### src/rtl/jls_pkg.sv
// rtl/jls_pkg.sv - shared widths, code descriptor type and code-string helpers
package jls_pkg;

    localparam int CODE_MAXLEN = 34;
    localparam int MAXBYTES    = 5;
    localparam int ZC_W        = 5;
    localparam int BV_W        = 9;
    localparam int BC_W        = 4;
    localparam int LEN_W       = 6;
    localparam int RES_W       = 7;

    typedef struct packed {
        logic [ZC_W-1:0] zc;
        logic [BV_W-1:0] bv;
        logic [BC_W-1:0] bc;
    } code_t;

    function automatic logic [LEN_W-1:0] code_len(input code_t c);
        return LEN_W'(c.zc) + LEN_W'(c.bc);
    endfunction

    // Unary prefix, terminating '1' and low bc bits of bv, left-aligned with zero fill.
    function automatic logic [CODE_MAXLEN-1:0] code_bits(input code_t c);
        logic [11:0]      one_bit;
        logic [11:0]      tail;
        logic [LEN_W-1:0] len;
        one_bit = 12'd1 << c.bc;
        tail    = one_bit | ({3'b000, c.bv} & (one_bit - 12'd1));
        len     = code_len(c);
        return {22'b0, tail} << (LEN_W'(CODE_MAXLEN) - len);
    endfunction

endpackage

### src/rtl/golomb_byte_packer_byte_extract.sv
// rtl/golomb_byte_packer_byte_extract.sv - appends a code to the residue and cuts stuffed bytes
module byte_extract
    import jls_pkg::*;
(
    input  logic [RES_W-1:0]          res,
    input  logic [2:0]                res_len,
    input  logic [CODE_MAXLEN-1:0]    code,
    input  logic [LEN_W-1:0]          len,
    input  logic                      last_ff,
    output logic [8*MAXBYTES-1:0]     data,
    output logic [2:0]                nb,
    output logic [RES_W-1:0]          next_res,
    output logic [2:0]                next_res_len,
    output logic                      next_last_ff
);

    localparam int STREAM_W = RES_W + CODE_MAXLEN;

    logic [STREAM_W-1:0] stream;
    logic [LEN_W-1:0]    avail;
    logic                ff;
    logic                done;
    logic [7:0]          b;

    // Bits below the valid length are always zero, which gives flush padding for free.
    always_comb begin
        stream = {res, {CODE_MAXLEN{1'b0}}} | ({{RES_W{1'b0}}, code} << (3'd7 - res_len));
        avail  = LEN_W'(res_len) + len;
        ff     = last_ff;
        done   = 1'b0;
        b      = 8'h00;
        data   = '0;
        nb     = 3'd0;
        for (int k = 0; k < MAXBYTES; k++) begin
            if (!done) begin
                if (ff && avail >= 6'd7) begin
                    b      = {1'b0, stream[STREAM_W-1 -: 7]};
                    stream = stream << 7;
                    avail  = avail - 6'd7;
                end else if (!ff && avail >= 6'd8) begin
                    b      = stream[STREAM_W-1 -: 8];
                    stream = stream << 8;
                    avail  = avail - 6'd8;
                end else begin
                    done = 1'b1;
                end
                if (!done) begin
                    data[8*(MAXBYTES-1-k) +: 8] = b;
                    nb = nb + 3'd1;
                    ff = (b == 8'hFF);
                end
            end
        end
        next_res     = stream[STREAM_W-1 -: RES_W];
        next_res_len = avail[2:0];
        next_last_ff = ff;
    end

endmodule

### src/rtl/golomb_byte_packer.sv
// rtl/golomb_byte_packer.sv - two-stage JLS bit packer with 0xFF stuffing and end-of-scan flush
module golomb_byte_packer
    import jls_pkg::*;
(
    input  logic                  clk,
    input  logic                  reset,
    input  logic                  i_vl,
    input  logic [ZC_W-1:0]       i_zc,
    input  logic [BV_W-1:0]       i_bv,
    input  logic [BC_W-1:0]       i_bc,
    input  logic                  i_flush,
    output logic                  o_vl,
    output logic [2:0]            o_nb,
    output logic [8*MAXBYTES-1:0] o_data,
    output logic                  o_last
);

    code_t                 in_code;
    logic                  has_code;
    logic [CODE_MAXLEN-1:0] s1_code;
    logic [LEN_W-1:0]      s1_len;
    logic                  s1_flush;

    logic [RES_W-1:0]      res;
    logic [2:0]            res_len;
    logic                  last_ff;

    logic [8*MAXBYTES-1:0] ex_data;
    logic [2:0]            ex_nb;
    logic [RES_W-1:0]      ex_res;
    logic [2:0]            ex_res_len;
    logic                  ex_ff;

    logic [7:0]            pad_byte;
    logic [8*MAXBYTES-1:0] nxt_data;
    logic [2:0]            nxt_nb;

    assign in_code  = {i_zc, i_bv, i_bc};
    assign has_code = i_vl && (i_zc != '0);

    always_ff @(posedge clk) begin
        if (reset) begin
            s1_code  <= '0;
            s1_len   <= '0;
            s1_flush <= 1'b0;
        end else begin
            s1_code  <= has_code ? code_bits(in_code) : '0;
            s1_len   <= has_code ? code_len(in_code) : '0;
            s1_flush <= i_flush;
        end
    end

    byte_extract u_extract (
        .res          (res),
        .res_len      (res_len),
        .code         (s1_code),
        .len          (s1_len),
        .last_ff      (last_ff),
        .data         (ex_data),
        .nb           (ex_nb),
        .next_res     (ex_res),
        .next_res_len (ex_res_len),
        .next_last_ff (ex_ff)
    );

    // Flush byte lands right after the bytes cut this cycle; after 0xFF it keeps the stuffed 0 MSB.
    always_comb begin
        pad_byte = ex_ff ? {1'b0, ex_res} : {ex_res, 1'b0};
        nxt_data = ex_data;
        nxt_nb   = ex_nb;
        if (s1_flush && (ex_res_len != 3'd0 || ex_ff)) begin
            nxt_data = ex_data | ({(ex_res_len != 3'd0) ? pad_byte : 8'h00, 32'b0} >> {ex_nb, 3'b000});
            nxt_nb   = ex_nb + 3'd1;
        end
    end

    always_ff @(posedge clk) begin
        if (reset) begin
            res     <= '0;
            res_len <= '0;
            last_ff <= 1'b0;
            o_vl    <= 1'b0;
            o_nb    <= '0;
            o_data  <= '0;
            o_last  <= 1'b0;
        end else begin
            if (s1_flush) begin
                res     <= '0;
                res_len <= '0;
                last_ff <= 1'b0;
            end else begin
                res     <= ex_res;
                res_len <= ex_res_len;
                last_ff <= ex_ff;
            end
            o_vl   <= (nxt_nb != 3'd0) || s1_flush;
            o_nb   <= nxt_nb;
            o_data <= nxt_data;
            o_last <= s1_flush;
        end
    end

endmodule
### config.mk
export PLATFORM = sky130hd
export DESIGN_NAME = golomb_byte_packer
export DESIGN_NICKNAME = d
export VERILOG_FILES = /design/src/rtl/jls_pkg.sv /design/src/rtl/golomb_byte_packer_byte_extract.sv /design/src/rtl/golomb_byte_packer.sv
export SDC_FILE = /design/constraint.sdc
export NUM_CORES = 1
export LEC_CHECK = 0
export BUFFER_PORTS_ARGS = -buffer_cell sky130_fd_sc_hd__buf_2
export CORE_MARGIN = 2
export CORE_UTILIZATION = 26
export CTS_CLUSTER_SIZE = 28
export DETAILED_ROUTE_END_ITERATION = 7
export GPL_ROUTABILITY_DRIVEN = 0
export GPL_TIMING_DRIVEN = 1
export PLACE_DENSITY = 0.49
export SETUP_SLACK_MARGIN = 0.4
export SKIP_CTS_REPAIR_TIMING = 1
export SLEW_MARGIN = 20
export SYNTH_ARGS = -nofsm -noshare
export SYNTH_HDL_FRONTEND = slang
export SYNTH_SLANG_ARGS = --single-unit
### constraint.sdc
create_clock -name clk -period 15.9 [get_ports clk]
set_input_delay 3.18 -clock clk [delete_from_list [all_inputs] [get_ports clk]]
set_output_delay 3.18 -clock clk [all_outputs]
set_load 0.02 [all_outputs]
==> flow_metrics.py <==
metrics = {
    "run_status": {
        "status": "complete, no violations",
    },
    "route": {
        "drc_errors": 0,
        "wire_per_inst_um": 21.1,
        "dr.pass1.iters": 6,
        "wirelength_um": 42800,
        "vias": 12077,
        "drtIter0Drc": 1522,
        "via_per_inst": 5.96,
        "drtAntennaViolNets": 0,
    },
    "power": {
        "leakage_nw": 4.45,
        "p_comb_frac": 0.673,
        "p_sw_mw": 0.836,
        "cellPowerDensity_nw_per_um2": 134,
        "clkPwrFrac": 0.138,
        "seq_power_share": 0.189,
        "ir_drop_mv": 0.0558,
        "swShare": 0.538,
        "intPower_mw": 0.718,
    },
    "finish": {
        "finalNetCount": 1543,
        "num_antenna_cells": 0,
        "drive_gt1_frac": 0.122,
        "fill_cells": 4392,
        "syn2layout_area_growth_pct": 10.9,
    },
    "setup_path": {
        "required_ns": 16.13,
        "max_stage_delay_ns": 0.77,
        "cp_data_arrival_time_ns": 11.25,
        "critPathLaunchType": "flop",
        "crit_fanout": 40,
        "crit_slowest_cell": "nor2_1",
        "rrSetupSlack_ns": 4.88,
        "critPathKind": "flop to flop",
        "endpoint_kind": "flop",
        "cp_common_cell": "inv_1",
    },
    "timing": {
        "fin_crit_ns": 11.02,
        "tightest_slew_ns": 1.31,
        "final.setup.tns_ns": 0,
        "post-route-period-util": 0.693,
        "slew_viol_final": 0,
        "timing.fmax_ghz": 0.0908,
        "timing.hold.ws_ns": 0.673,
        "rsz0062_at_grt": "false",
        "clock_skew_ns": 0.0101,
        "finalSetupViolations": 0,
        "hold_viol": 0,
        "maxSlewHeadroom": 0.129,
    },
    "logic_synthesis": {
        "synth_area_um2": 10500,
        "seq_area_frac_synth": 0.186,
        "synthAdderAreaFrac": 0.0289,
        "synth_top_cells_by_area": "dfxtp_1 19%, mux2i_1 6.7%, a21oi_1 6.2%",
        "synth_edf_count": 0,
        "synthSimpleGateAreaFrac": 0.256,
        "avgSynthCellArea_um2": 7.06,
        "yosysWarnings": 0,
        "synth_flop_cell": "dfxtp_1",
        "yosys.area.top_type_share": 0.186,
        "syn_inst": 1482,
        "synth_largest_area_cell": "dfxtp_1",
        "async_reset_ff_frac": 0,
        "synth_top_family_by_area": "compound AO/OA/AOI/OAI gates",
        "synth_cell_types": 104,
        "syn_nets": 1527,
        "synth_xor_area_frac": 0.0216,
        "synth_compound_area_frac": 0.355,
        "synth_seq_cells": 97,
        "synth.mux.area_fraction": 0.105,
    },
    "job": {
        "drv_cap": 0,
    },
    "cts": {
        "cts_root_buf": "clkbuf_16",
        "htree_levels": 3,
        "clock_latency_ns": 0.37,
        "cts.sinks": 97,
        "clkTransAtPathRegs_ns": 0.07,
        "cts_max_path_buffers": 2,
        "cts_tree": "yes",
        "numCtsBuffers": 9,
    },
    "global_route": {
        "antenna_found_initial": 0,
        "track_usage": 0.201,
        "grt_max_degree": 41,
        "grt_pass1_wl_um": 65900,
        "grt.overflow.total": 0,
        "grt_pass1_vias": 11280,
    },
    "die": {
        "rows": 73,
        "fp.dieW_um": 205,
        "die_area_um2": 41900,
        "start_util": 0.263,
        "coreArea_um2": 39700,
        "ios": 67,
        "die_h_um": 205,
    },
    "placed_design": {
        "dp_hpwl_um": 33500,
        "io_buffers": 66,
    },
    "hold_path": {
        "holdCritPathClass": "flop to flop",
    },
}
## power groups by stage
stage               Clock (mW)  Sequential [mW]  Combinational (mW)
finish                   0.214            0.294                1.05
global route             0.229            0.297                1.12
CTS                      0.219            0.295                1.01
detailed placement           0            0.300                1.01
global placement             0            0.299                1.01
floorplan                    0            0.321               0.685
## placed cells by master (no fill, tap or decap), drive strengths merged, types with 25 or more instances in the layout
cell    instances
nand3          47
inv            42
a21oi         130
mux2           25
o21ai         107
nor3           51
o211ai         26
nor2          171
dfxtp          97
buf            91
o22ai          62
nand2         167
mux2i          70
## final cells by class
cell class / instances / area [µm²] / area share
multi-input combinational: 1258 / 8050 / 0.693
sequential: 97 / 1940 / 0.167
tap: 525 / 657 / 0.0566
timing repair buffer: 91 / 518 / 0.0446
clock buffer: 9 / 225 / 0.0194
inverter: 41 / 154 / 0.0133
clock inverter: 7 / 62.6 / 0.00539
## layer usage
layer | vias to the layer above | GRT usage | share of wire
li1 | 5650 | - | -
met1 | 5703 | 0.275 | 0.44
met2 | 610 | 0.310 | 0.44
met3 | 114 | 0.0277 | 0.074
met4 | 0 | 0.0924 | 0.045
met5 | - | 0 | 0
## cell families (layout without fill, tap and decap cells)
kind of cell	Yosys count	after routing
XOR/XNOR	25	25
AO/OA/AOI/OAI	545	545
AND/OR/NAND/NOR	565	565
buffers and inverters	127	148
multiplexers	100	100
adder cells (fa/ha/maj)	23	23
flip-flops	97	97
## registers in the layout (all words and copies together) (netlist names)
signal	count
last_ff	1
s1_len	6
res_len	3
o_data	40
o_last	1
o_nb	3
s1_flush	1
o_vl	1
res	7
s1_code	34
## critical path, delay by kind of cell (launching register included)
family,cells,cell delay [ns]
AOI/OAI and AO/OA,15,4.78
xor gates and xnor gates,1,0.27
adders and majority gates,4,1.32
buffers and inverters,6,0.94
DFF,1,0.31
muxes,1,0.65
and+or+nand+nor,9,2.59
## metrics by stage
| stage | setup WS [ns] | cells | area, µm² | utilization | power [mW] |
|---|---|---|---|---|---|
| after floorplan | 6.70 | 1482 | 10500 | - | 1.01 |
| after global placement | 4.83 | 2012 | 11300 | 0.284 | 1.31 |
| after detailed placement | 4.80 | 2012 | 11300 | 0.285 | 1.31 |
| after CTS | 4.76 | 2028 | 11600 | 0.292 | 1.52 |
| after global routing | 4.11 | 2028 | 11600 | 0.292 | 1.64 |
| final | 4.88 | 2028 | 11600 | 0.292 | 1.55 |
## path summary, 6_finish.rpt
| path | to | cells after the start | startpoint |
|---|---|---|---|
| setup reg to reg | o_data[3] | 36 | res_len[1] |
| hold / removal | o_nb[2] | 2 | s1_flush |
| hold reg to reg | o_nb[2] | 2 | s1_flush |
| setup / recovery | o_data[3] | 36 | res_len[1] |
## synth_stat cells (6+ instances only)
cell and instances:
a221o_1 6, buf_1 9, and3_1 22, o22ai_1 61, or3_1 10, a32oi_1 6
nor2_1 169, a221oi_1 10, o21ai_0 89, buf_2 20, o21ai_1 14, xnor2_1 16
nor2b_1 14, nand4_1 11, a211o_1 9, inv_1 39, mux2_2 22, xor2_1 8
a21o_1 12, mux2i_1 70, ha_1 21, a22oi_1 16, o211ai_1 24, dfxtp_1 97
a31oi_1 13, o221ai_1 14, o31ai_1 16, nand2_1 166, o32ai_1 13, o21a_1 12
a21oi_1 129, nor3_1 49, nand2b_1 12, and2_1 19, a211oi_1 18, o22a_1 7
nor4_1 10, o2bb2ai_1 6, a22o_1 10, nand3_1 45, clkbuf_1 57
Power figures use the tool's default switching activity.
